--- src/rtl/serial_adder.sv ---
// Bit-serial WIDTH-bit adder: latches operands, streams one bit pair per clock LSB first
// through a half-adder-pair full-adder cell, and presents the sum with a one-cycle done pulse.

module serial_adder_ha (
  input  logic a,
  input  logic b,
  output logic s,
  output logic c
);
  assign s = a ^ b;
  assign c = a & b;
endmodule

module serial_adder #(
  parameter int WIDTH = 8,
  parameter int CNT_W = $clog2(WIDTH) + 1
) (
  input  logic             clk,
  input  logic             rst,
  input  logic             start,
  input  logic [WIDTH-1:0] ip1,
  input  logic [WIDTH-1:0] ip2,
  input  logic             cin,
  output logic             busy,
  output logic             done,
  output logic [WIDTH-1:0] sum,
  output logic             carry
);
  typedef enum logic [1:0] {IDLE, SHIFT, DONE} state_t;

  state_t             state, state_nxt;
  logic [WIDTH-1:0]   reg_a, reg_b, sreg;
  logic [WIDTH-1:0]   sreg_nxt;
  logic               cff;
  logic [CNT_W-1:0]   cnt;
  logic               last_bit;
  logic               s1, c1, s_bit, c2, c_bit;

  // Full adder = two half adders plus an OR on the carries.
  serial_adder_ha u_ha0 (.a(reg_a[0]), .b(reg_b[0]), .s(s1),    .c(c1));
  serial_adder_ha u_ha1 (.a(s1),       .b(cff),      .s(s_bit), .c(c2));
  assign c_bit    = c1 | c2;
  assign sreg_nxt = {s_bit, sreg[WIDTH-1:1]};
  assign last_bit = (cnt == CNT_W'(WIDTH - 1));

  always_ff @(posedge clk or posedge rst) begin
    if (rst) state <= IDLE;
    else     state <= state_nxt;
  end

  always_comb begin
    state_nxt = state;
    case (state)
      IDLE:    if (start) state_nxt = SHIFT;
      SHIFT:   if (last_bit) state_nxt = DONE;
      DONE:    state_nxt = IDLE;
      default: state_nxt = IDLE;
    endcase
  end

  assign busy = (state != IDLE);
  assign done = (state == DONE);

  always_ff @(posedge clk or posedge rst) begin
    if (rst) begin
      reg_a <= '0;
      reg_b <= '0;
      sreg  <= '0;
      cff   <= 1'b0;
      cnt   <= '0;
      sum   <= '0;
      carry <= 1'b0;
    end else begin
      case (state)
        IDLE: if (start) begin
          reg_a <= ip1;
          reg_b <= ip2;
          cff   <= cin;
          cnt   <= '0;
        end
        SHIFT: begin
          reg_a <= reg_a >> 1;
          reg_b <= reg_b >> 1;
          sreg  <= sreg_nxt;
          cff   <= c_bit;
          cnt   <= cnt + 1'b1;
          // Outputs update atomically on the final bit edge only.
          if (last_bit) begin
            sum   <= sreg_nxt;
            carry <= c_bit;
          end
        end
        default: ;
      endcase
    end
  end
endmodule

--- config.mk ---
export PLATFORM = sky130hd
export DESIGN_NAME = serial_adder
export DESIGN_NICKNAME = d
export VERILOG_FILES = /design/src/rtl/serial_adder.sv
export SDC_FILE = /design/constraint.sdc
export NUM_CORES = 1
export LEC_CHECK = 0
export BUFFER_PORTS_ARGS = -buffer_cell sky130_fd_sc_hd__clkbuf_2
export CAP_MARGIN = 15
export CORE_ASPECT_RATIO = 1.1
export CORE_UTILIZATION = 30
export DETAILED_ROUTE_END_ITERATION = 10
export PLACE_DENSITY = 0.57
export SLEW_MARGIN = 25
export SYNTH_ARGS = -nofsm -noshare
export SYNTH_HDL_FRONTEND = slang
export SYNTH_HIERARCHICAL = 1
export SYNTH_SLANG_ARGS = --single-unit
--- constraint.sdc ---
create_clock -name clk -period 1.7 [get_ports clk]
set_input_delay 0.34 -clock clk [delete_from_list [all_inputs] [get_ports clk]]
set_output_delay 0.34 -clock clk [all_outputs]
set_load 0.02 [all_outputs]
# Yosys cells after proc, flatten, opt, wreduce, memory -nomap -nowiden
# Cells that the tools add are included.
# W data, S select, Z words.
dict set report totals {
  in_bits 20
  out_inout_bits 11
  ff_bits 40
  word_cells 36
}
dict set report op_classes {
  mux 11
  add_sub_neg 1
  reduce_logical 6
  bitwise 5
  n_eq_ne 5
}
# operator n
set op_table {}
lappend op_table {{$pmux W8 S2} 2}
lappend op_table {{$mux W8} 2}
lappend op_table {{$pmux W4 S2} 1}
lappend op_table {{$reduce_and A2 Y1} 3}
lappend op_table {{$add A4 B1 Y4 const B} 1}
lappend op_table {{$eq A4 B3 Y1 const B} 1}
lappend op_table {{$mux W2} 2}
lappend op_table {{$mux W4} 1}
lappend op_table {{$ne A2 B2 Y1 const B} 2}
lappend op_table {{$pmux W2 S2} 1}
lappend op_table {{$reduce_bool A2 Y1} 2}
lappend op_table {{$and A1 B1 Y1} 2}
lappend op_table {{$eq A2 B1 Y1 const B} 1}
lappend op_table {{$eq A2 B2 Y1 const B} 1}
lappend op_table {{$logic_not A2 Y1} 1}
lappend op_table {{$pmux W1 S2} 1}
lappend op_table {{$xor A1 B1 Y1} 2}
lappend op_table {{$mux W1} 1}
lappend op_table {{$or A1 B1 Y1} 1}

# Longest topological paths before layout
# Gate-level depths: netlist of run 1.
dict set report logic_depth {
  depth_word 4
  mapped_depth 5
}

# Modules after synthesis
# Netlist of run 1, hierarchy kept.
# mod n_inst seq_area_each_um2 cells_per_inst area_per_inst_um2
set by_module_without_submodules {}
lappend by_module_without_submodules {serial_adder 1 975.9 166 1730.4}
lappend by_module_without_submodules {serial_adder_ha 2 0.0 1 12.5}

# Worst setup path before layout of run 1
# No wires, ideal clock.
dict set report synth_timing {
  kind {reg-to-output}
  startpoint {reg state[1]}
  endpoint {out done}
  arrival_ns 1.264
  t_required_ns 1.360
  n_path_buf 2
  stages_incl_launch_ff 4
  path_slack_ns 0.096
  cell_sequence {dfrtp_1 -> clkbuf_1 -> clkbuf_1 -> nor2b_1}
}
dict set report synth_between {
  elab_chain_len 1
}
# element line_no
set synth_lines {}
lappend synth_lines {{from (decl)} 31} ;# state_t state, state_nxt;
lappend synth_lines {{from (signal assigned)} 48} ;# else state <= state_nxt;
lappend synth_lines {{$eq A2 B2 Y1} 62} ;# assign done = (state == DONE);
lappend synth_lines {{to (decl)} 25} ;# output logic done,
# Every way passes these cells.

# Worst setup path in the final report of run 1
dict set report layout_timing {
  startpoint {reg state[1]}
  endpoint {out busy}
}
dict set report layout_between {
  elab_chain_len 1
}
# element line_no
set layout_lines {}
lappend layout_lines {{$reduce_bool A2 Y1} 61} ;# assign busy = (state != IDLE);
lappend layout_lines {{to (decl)} 24} ;# output logic busy,
# Every way passes these cells.

==> results of run 1 <==
worst max path at each step:
stage             start  slack, ns     end  cells after the start
6_report       state[1]       0.11    busy                      4
5_1_grt        state[0]      0.004    busy                      4
4_1_cts        state[1]       0.02    busy                      4
3_5_place_dp     cnt[0]       0.12  sum[7]                      4
3_3_place_gp     cnt[0]       0.14  sum[0]                      4
2_1_floorplan  state[1]        0.1    done                      3
layout make-up:
cell class	count	area, um2
clock buffers	6	72.6
clock inverters	2	60.1
fillers	562	3310
inverters	3	11.3
multi-input cells	116	729
flip-flops and latches	39	976
well taps	75	93.8
repair buffers	43	248
kinds of logic after synthesis:
| logic type | after synthesis |
|---|---|
| AOI/OAI and AO/OA | 52 |
| adders and majority gates | 3 |
| buffers and inverters | 13 |
| DFF | 39 |
| and+or+nand+nor | 51 |
| muxes | 10 |
layer usage:
layer / vias up / GRT usage, %
li1: 670 / -
met1: 633 / 18.3
met2: 32 / 22.5
met3: 0 / 6.07
met4: 0 / 2.83
met5: - / 0
layout by cell type (no fill, tap or decap), drive strengths merged:
cell     n
nand3    2
clkbuf  36
a32o     2
a21o     1
a22oi   13
o311ai   1
mux2i    2
nand2b   2
dfrtp   39
and3b    1
a22o     2
mux2     8
nor3     1
nor2b   16
nand2   25
bufinv   2
inv      3
o21bai   1
buf     13
ha       3
o21ai   16
nor2     3
a21oi   16
nand3b   1
Yosys cell counts:
master,count
mux2i_1,2
a21o_1,1
nand3b_1,1
o21bai_1,1
ha_1,3
a21oi_1,16
mux2_2,8
nand2_1,25
a32o_1,2
o21ai_0,16
nor3_4,1
nor2b_1,16
clkbuf_1,6
dfrtp_1,39
and3b_1,1
buf_2,3
inv_1,3
nor2_1,3
a22oi_1,13
o311ai_0,1
nand2b_1,2
nand3_1,2
buf_1,1
a22o_1,2
power breakdown:
part	leakage (nW)	internal [mW]	total [mW]	switching (mW)
Clock	0.0654	0.587	0.904	0.318
Sequential	0.506	1.30	1.55	0.253
Combinational	0.480	0.689	1.55	0.857
Total	1.05	2.58	4.01	1.43
worst reg2reg max path: cells and delay by family (launching register included):
family        cells  cell delay [ns]
fa+ha+maj         1             0.20
flops             1             0.38
mux               1             0.39
simple gates      2             0.49
state kept, by name, summed over array words and instances, names as in the netlist:
register	cells
cff	1
sreg	7
carry	1
reg_b	8
state	2
reg_a	8
sum	8
cnt	4
stage by stage:
stage / instances / setup slack (ns) / hold slack [ns]
finish: 284 / 0.108 / 0.137
global route: 284 / 0.00394 / 0.175
CTS: 284 / 0.0163 / 0.154
detailed placement: 276 / 0.120 / 0.465
global placement: 276 / 0.143 / 0.462
floorplan: 168 / 0.0957 / 0.440
==> results.yml, run 1 <==
yosys:
  synth.area.mux_share_pct: 6.27
  synth_top_family_by_area: "compound AO/OA/AOI/OAI gates"
  synth.avg_cell_area_um2: 10.4
  synth-xor-area-share_pct: 0
  syn-num-nets: 191
  synth-seq-cells: 39
  synth_fa_ha_area_share_pct: 2.14
  netlist.area_leader.share_pct: 55.6
  synth-compound-area-share_pct: 18.2
  postSynthCellCount: 168
  yosysSeqAreaShare_pct: 55.6
  yosys.area_share.simple_pct: 14.8
  ys_top_cells_by_area: "dfrtp_1 (56%), nor2b_1 (5.7%), a22oi_1 (5.6%), nand2_1 (5.3%), mux2_2 (5.1%)"
  synth_top_area_cell: "dfrtp_1"
  ys_types: 24
  syn-cell-area_um2: 1760
  yosys_warnings: 6
routing:
  drt-pass1-iter-count: 4
  wl_met2_um: 1650
  avgViaCountPerCell: 4.70
  ant_nets: 0
  drt-initial-drc-count: 103
  drc_errors: 0
  top_layer: "met3"
  wl_met3_um: 233
  avgRoutedWirePerCell_um: 13.2
  wl_met1_um: 1860
  wl_um: 3750
  num_vias: 1335
floorplanning:
  core_area_um2: 5500
  fp-row-count: 28
  die_x_um: 74.9
  io_pins: 31
  die-area_um2: 6160
  die_h_um: 82.2
  floorplan.initialDensity_pct: 31.9
power_and_ir_drop:
  irDropWorstVdd_v: 0.000783
  p_leak_nw: 1.05
  power_mw: 4.01
  power_density_nw_per_um2: 1830
clock_network:
  numCtsBuffers: 5
  cts_hold_buffers: 0
  cts.sinks: 39
  clockRootBuffer: "clkbuf_8"
  clkLatencyLatePin_ns: 0.29
  cts_tree: "built"
  htree_levels: 2
  clk_pin_slew_ns: 0.07
  clk_path_buf_depth: 2
  cts_setup_buffers: 0
  cts_resized: 0
timing:
  fmaxAchievable_ghz: 0.628
  rsz0062_at_grt: "false"
  fin_setup_tns_ns: 0
  max-slew-margin-rel_pct: 66.6
  hold_viol_final: 0
  finalSetupViolCount: 0
  period_share_pct: 93.6
  worstMarginPinSlew_ns: 0.501
  finClkSkew_ns: 0.00657
  period_needed_ns: 1.59
  slew_violations: 0
placement:
  io_buffers: 30
  gp_congestion: 0.731
  place_area_um2: 2060
  hpwlAfterDp_um: 2530
cells_and_area:
  final_util_pct: 39.8
  syn2layout_area_growth_pct: 24.8
  fin_nets: 231
  drive_above_1_share_pct: 28.7
  final_area_um2: 2190
  diodes: 0
worst_setup_path:
  worst_setup_path_end_kind: "output port"
  path_cells: "buf_4 -> nor2_2 -> inv_1 -> clkbuf_2"
  r2r_start: "cnt[0]"
  arrival_ns: 1.25
  critical_path_buf_inv_count: 3
  regToRegEndpoint: "sum[7]"
  path_delay_family: "buffers and inverters"
  startpoint_type: "register"
  r2r_cells: 4
  r2r_slack_ns: 0.12
  slowest_delay_ns: 0.37
  crit_fanout: 21
  required_ns: 1.36
  critPathSlowestCell: "dfrtp_1"
  critPathKind: "register to output port"
global_route:
  grt_overflow: 0
  grt_first_pass_wirelength_um: 6470
  grt.total_usage_pct: 14.3
  grt_max_degree: 40
  grt_pass1_vias: 1325
  antenna_found_initial: 0
hold_path:
  hold_path.class: "input pin to async pin"
run:
  drv_cap: 0
status:
  run_status: "finished, final reports clean"
(Power assumes the default switching activity.)
==> run 2: changes to the inputs <==
==> constraint.sdc (replaced) <==
create_clock -name clk -period 1.7 [get_ports clk]
set_input_delay 0.17 -clock clk [delete_from_list [all_inputs] [get_ports clk]]
set_output_delay 0.17 -clock clk [all_outputs]
set_load 0.02 [all_outputs]
==> run 2 against run 1 <==
  * Maximum frequency is 2.3% higher
  * Clock skew is 0.0044 ns lower
  * Highest routed layer is now met4
  * Critical path depth stayed put
  * Non-clock buffer count stayed put
  * Sequential cell count stayed put
  * Cell count stayed put
  * First-iteration DRC count is 19% lower
  * Clock power is 0.4% higher
  * Critical endpoint is now sum[2]
  * Worst hold slack better by 0.0016 ns
  * Power is 0.65% lower
  * Worst setup slack better by 0.035 ns
  * Die area stayed put
  * Critical path type is now register to register
==> results.yml, run 2 (same netlist as run 1, synthesis figures left out) <==
cells_and_area:
  drive_above_1_share_pct: 27.8
  diodes: 0
  fin_nets: 231
  mostFrequentLayoutCell: "dfrtp_1"
  final_util_pct: 39.8
  final_cell_mix: "dfrtp_1 (39), clkbuf_2 (30), nand2_1 (25)"
  reg_top3: "reg_a x8, reg_b x8, sum x8"
  syn2layout_area_growth_pct: 24.8
  fillers: 562
global_route:
  grt_overflow: 0
  grt_pass1_vias: 1325
  antenna_found_initial: 0
  grt_first_pass_wirelength_um: 6320
  grt_max_degree: 40
  grt.total_usage_pct: 14.1
hold_path:
  hold_path_depth: 2
  holdCritStartpoint: "ip2[7]"
  whs_endpoint: "reg_b[7]"
  hold_path.class: "input pin to register"
routing:
  ant_nets: 0
  avgRoutedWirePerCell_um: 13.1
  drt-initial-drc-count: 83
  num_vias: 1343
  drt-pass1-iter-count: 4
  avgViaCountPerCell: 4.73
  drc_errors: 0
  wl_um: 3720
timing:
  period_needed_ns: 1.56
  hold_viol_final: 0
  worstMarginPinSlew_ns: 0.489
  finClkSkew_ns: 0.00214
  slew_violations: 0
  period_share_pct: 91.6
  finalSetupViolCount: 0
  rsz0062_at_grt: "false"
  fin_setup_tns_ns: 0
  fmaxAchievable_ghz: 0.642
  max-slew-margin-rel_pct: 67.4
power_and_ir_drop:
  switching_share_pct: 35.7
  p_seq_share_pct: 39.0
  irDropWorstVdd_v: 0.000904
  internal_power_mw: 2.56
  power.share.combinational_pct: 38.2
  p_leak_nw: 1.05
  netSwitchingPower_mw: 1.42
  power_density_nw_per_um2: 1820
  pwr-share-clk_pct: 22.8
clock_network:
  clockRootBuffer: "clkbuf_8"
  cts.sinks: 39
  cts_tree: "built"
  numCtsBuffers: 5
  clk_pin_slew_ns: 0.07
  htree_levels: 2
  clkLatencyLatePin_ns: 0.29
  clk_path_buf_depth: 2
  cts_resized: 0
floorplanning:
  io_pins: 31
  core_area_um2: 5500
  fp-row-count: 28
  die-area_um2: 6160
  die_x_um: 74.9
  floorplan.initialDensity_pct: 31.9
  die_h_um: 82.2
run:
  drv_cap: 0
worst_setup_path:
  required_ns: 1.88
  r2r_slack_ns: 0.14
  r2r_cells: 4
  startpoint_type: "register"
  arrival_ns: 1.74
  worst_setup_path_end_kind: "register"
  crit_fanout: 9
  critPathKind: "register to register"
  regToRegEndpoint: "sum[2]"
  r2r_start: "cnt[0]"
placement:
  hpwlAfterDp_um: 2470
  gp_congestion: 0.730
  io_buffers: 30
status:
  run_status: "finished, final reports clean"
run 2: critical path, stage by stage, from the launching register on:
cell     delay (ns)
dfrtp_1        0.38
ha_1           0.20
nand2_1        0.11
nor3_4         0.37
mux2_2         0.39
run 2: metrics by stage:
stage	hold slack [ns]	power, mW	area (um2)	setup slack (ns)	std cells
finish	0.139	3.98	2190	0.143	284
global route	0.131	4.28	2190	0.0217	284
CTS	0.134	4.04	2190	0.113	284
detailed placement	0.300	3.12	2050	0.119	275
global placement	0.301	3.08	2050	0.141	275
floorplan	0.340	2.56	1760	0.176	168
run 2: worst max path at each step:
stage / start / endpoint / slack [ns] / cells after the start
6_report: cnt[0] / sum[2] / 0.14 / 4
4_1_cts: cnt[0] / sum[7] / 0.11 / 4
3_5_place_dp: cnt[0] / sum[7] / 0.12 / 4
5_1_grt: cnt[0] / sum[2] / 0.02 / 4
2_1_floorplan: state[1] / sum[0] / 0.18 / 4
3_3_place_gp: cnt[0] / sum[0] / 0.14 / 4
run 2: cell type report:
cell class	count	area, um2	share of cell area [%]
flip-flops and latches	39	976	44.5
multi-input cells	116	727	33.2
repair buffers	43	250	11.4
well taps	75	93.8	4.28
clock buffers	6	72.6	3.31
clock inverters	2	60.1	2.74
inverters	3	11.3	0.514
run 2: power by group through the flow:
stage                     clock, mW  sequential [mW]  combinational [mW]
after floorplan                   0             1.62               0.945
after global placement            0             1.57                1.52
after detailed placement          0             1.56                1.55
after CTS                     0.937             1.55                1.56
after global routing          0.972             1.60                1.70
final                         0.908             1.55                1.52
run 2: repair_timing:
item                      CTS  global route
setup buffers               0             0
hold buffers                1             0
hold endpoints to repair   39             0
run 2: metal layers:
| layer | global-route usage (%) | share of wire (%) | vias to the layer above |
|---|---|---|---|
| met5 | 0 | 0 | - |
| met4 | 7.36 | 1.6 | 0 |
| met3 | 4.37 | 5.1 | 7 |
| met2 | 22.3 | 45 | 33 |
| met1 | 17.2 | 48 | 638 |
| li1 | - | - | 665 |
==> run 3: changes to the inputs <==
--- a/config.mk
+++ b/config.mk
@@ -5,12 +5,12 @@
 export SDC_FILE = /design/constraint.sdc
 export NUM_CORES = 1
 export LEC_CHECK = 0
-export BUFFER_PORTS_ARGS = -buffer_cell sky130_fd_sc_hd__clkbuf_2
 export CAP_MARGIN = 15
 export CORE_ASPECT_RATIO = 1.1
 export CORE_UTILIZATION = 30
 export DETAILED_ROUTE_END_ITERATION = 10
-export PLACE_DENSITY = 0.57
+export DONT_BUFFER_PORTS = 1
+export PLACE_DENSITY = 0.53
 export SLEW_MARGIN = 25
 export SYNTH_ARGS = -nofsm -noshare
 export SYNTH_HDL_FRONTEND = slang
==> run 3 against run 2 <==
  * Utilization down 3.2 points
  * Via count down 7.1%
  * Critical endpoint is now sum[5]
  * Cell count down 11%
  * Register-to-register slack about the same
  * Sequential share of layout area is 3.9 points higher
  * Power fell by 9.4%
  * Wire length down 1.0%
  * Clock power is 30% lower
  * Clock-buffer cell count shrank 1
  * Combinational power down 15%
==> results.yml, run 3 (same netlist as run 1, synthesis figures left out) <==
cells_and_area:
  final_util_pct: 36.6
  reg_top3: "reg_a x8, reg_b x8, sum x8"
  final_area_um2: 2010
  multi_input_area_um2: 727
  register_area_um2: 976
  mostFrequentLayoutCell: "dfrtp_1"
  diodes: 0
  drive_above_1_share_pct: 16.2
  syn2layout_area_growth_pct: 14.7
  final_cell_mix: "dfrtp_1 (39), nand2_1 (25), o21ai_0 (16), a21oi_1 (16), nor2b_1 (16)"
  fillers: 573
  fin_nets: 201
hold_path:
  hold_path_depth: 1
  holdCritStartpoint: "start"
  whs_endpoint: "reg_a[7]"
  hold_path.class: "input pin to register"
power_and_ir_drop:
  switching_share_pct: 39.2
  irDropWorstVdd_v: 0.000685
  p_leak_nw: 0.904
  pwr-share-clk_pct: 17.7
  netSwitchingPower_mw: 1.41
  power_mw: 3.61
  power_density_nw_per_um2: 1790
  internal_power_mw: 2.19
  power.share.combinational_pct: 35.8
  p_seq_share_pct: 46.6
timing:
  fmaxAchievable_ghz: 0.648
  worstMarginPinSlew_ns: 0.490
  hold_viol_final: 0
  fin_setup_tns_ns: 0
  period_share_pct: 90.8
  finClkSkew_ns: 0.00891
  hold_slack_ns: 0.0402
  rsz0062_at_grt: "false"
  slew_violations: 0
  period_needed_ns: 1.54
  max-slew-margin-rel_pct: 67.4
  finalSetupViolCount: 0
clock_network:
  htree_levels: 2
  numCtsBuffers: 5
  clk_pin_slew_ns: 0.08
  cts_resized: 0
  clockRootBuffer: "clkbuf_8"
  cts.sinks: 39
  clk_path_buf_depth: 2
  clkLatencyLatePin_ns: 0.29
  cts_tree: "built"
routing:
  drt-pass1-iter-count: 4
  wl_um: 3680
  ant_nets: 0
  avgViaCountPerCell: 4.91
  avgRoutedWirePerCell_um: 14.5
  num_vias: 1248
  drt-initial-drc-count: 63
  drc_errors: 0
floorplanning:
  io_pins: 31
  die_x_um: 74.9
  fp-row-count: 28
  die-area_um2: 6160
  die_h_um: 82.2
  core_area_um2: 5500
  floorplan.initialDensity_pct: 31.9
worst_setup_path:
  r2r_slack_ns: 0.16
  regToRegEndpoint: "sum[5]"
  critPathKind: "register to register"
  path_cells: "ha_1 -> nand2_1 -> nor3_4 -> buf_12 -> mux2_2"
  critPathSlowestCell: "dfrtp_1"
  arrival_ns: 1.72
  startpoint_type: "register"
  slowest_delay_ns: 0.40
  required_ns: 1.88
  r2r_cells: 5
  worst_setup_path_end_kind: "register"
  r2r_start: "cnt[0]"
  crit_fanout: 9
status:
  run_status: "finished, final reports clean"
global_route:
  antenna_found_initial: 0
  grt.total_usage_pct: 13.8
  grt_overflow: 0
  grt_pass1_vias: 1279
  grt_max_degree: 40
  grt_first_pass_wirelength_um: 6160
placement:
  gp_congestion: 0.723
  place_area_um2: 1890
  io_buffers: 0
  hpwlAfterDp_um: 2540
run:
  drv_cap: 0
[run 3: changes by cell type in the layout (fill, tap and decap cells not counted), sizes merged]
cell,delta
bufinv,-2
clkinvlp,+2
inv,+1
clkbuf,-31
[run 3: final cells by class]
cell class / instances / area share [%]
Tap cell: 75 / 4.66
Clock inverter: 3 / 1.18
Inverter: 3 / 0.559
Multi-Input combinational cell: 116 / 36.1
Timing Repair Buffer: 13 / 5.59
Clock buffer: 5 / 3.42
Sequential cell: 39 / 48.5
[run 3: critical path, delay by kind of cell (launching register included)]
kind                     cells  cell delay [ns]
flip-flops                   1             0.40
AND/OR/NAND/NOR              2             0.34
adder cells (fa/ha/maj)      1             0.21
multiplexers                 1             0.33
buffers and inverters        1             0.15
[run 3: worst max path at each step]
stage | start | to | slack, ns | depth (start not counted)
2_1_floorplan | state[1] | sum[0] | 0.18 | 4
3_3_place_gp | cnt[0] | sum[1] | 0.15 | 4
3_5_place_dp | cnt[0] | sum[2] | 0.08 | 4
4_1_cts | cnt[0] | sum[5] | 0.07 | 4
5_1_grt | cnt[0] | sum[5] | 0.06 | 5
6_report | cnt[0] | sum[5] | 0.16 | 5
[run 3: metrics by stage]
stage	instances	worst slack, ns
2_1_floorplan	168	0.176
3_3_place_gp	244	0.154
3_5_place_dp	244	0.0798
4_1_cts	253	0.0704
5_1_grt	254	0.0625
6_report	254	0.157
[run 3: power groups by stage]
stage	sequential (mW)	clock, mW	combinational (mW)
finish	1.68	0.637	1.29
global route	1.72	0.705	1.49
CTS	1.68	0.659	1.30
detailed placement	1.69	0	1.30
global placement	1.68	0	1.23
floorplan	1.62	0	0.945
[run 3: timing repair]
action,4_1_cts,5_1_grt
hold endpoints to repair,39,0
buffers inserted,0,1
setup endpoints to repair,0,5
hold buffers,1,0
[run 3: metal layers]
metal | global-route usage [%] | wire (um)
met1 | 16.2 | 1700
met2 | 22.5 | 1670
met3 | 5.10 | 260
met4 | 5.66 | 51
met5 | 0 | 0
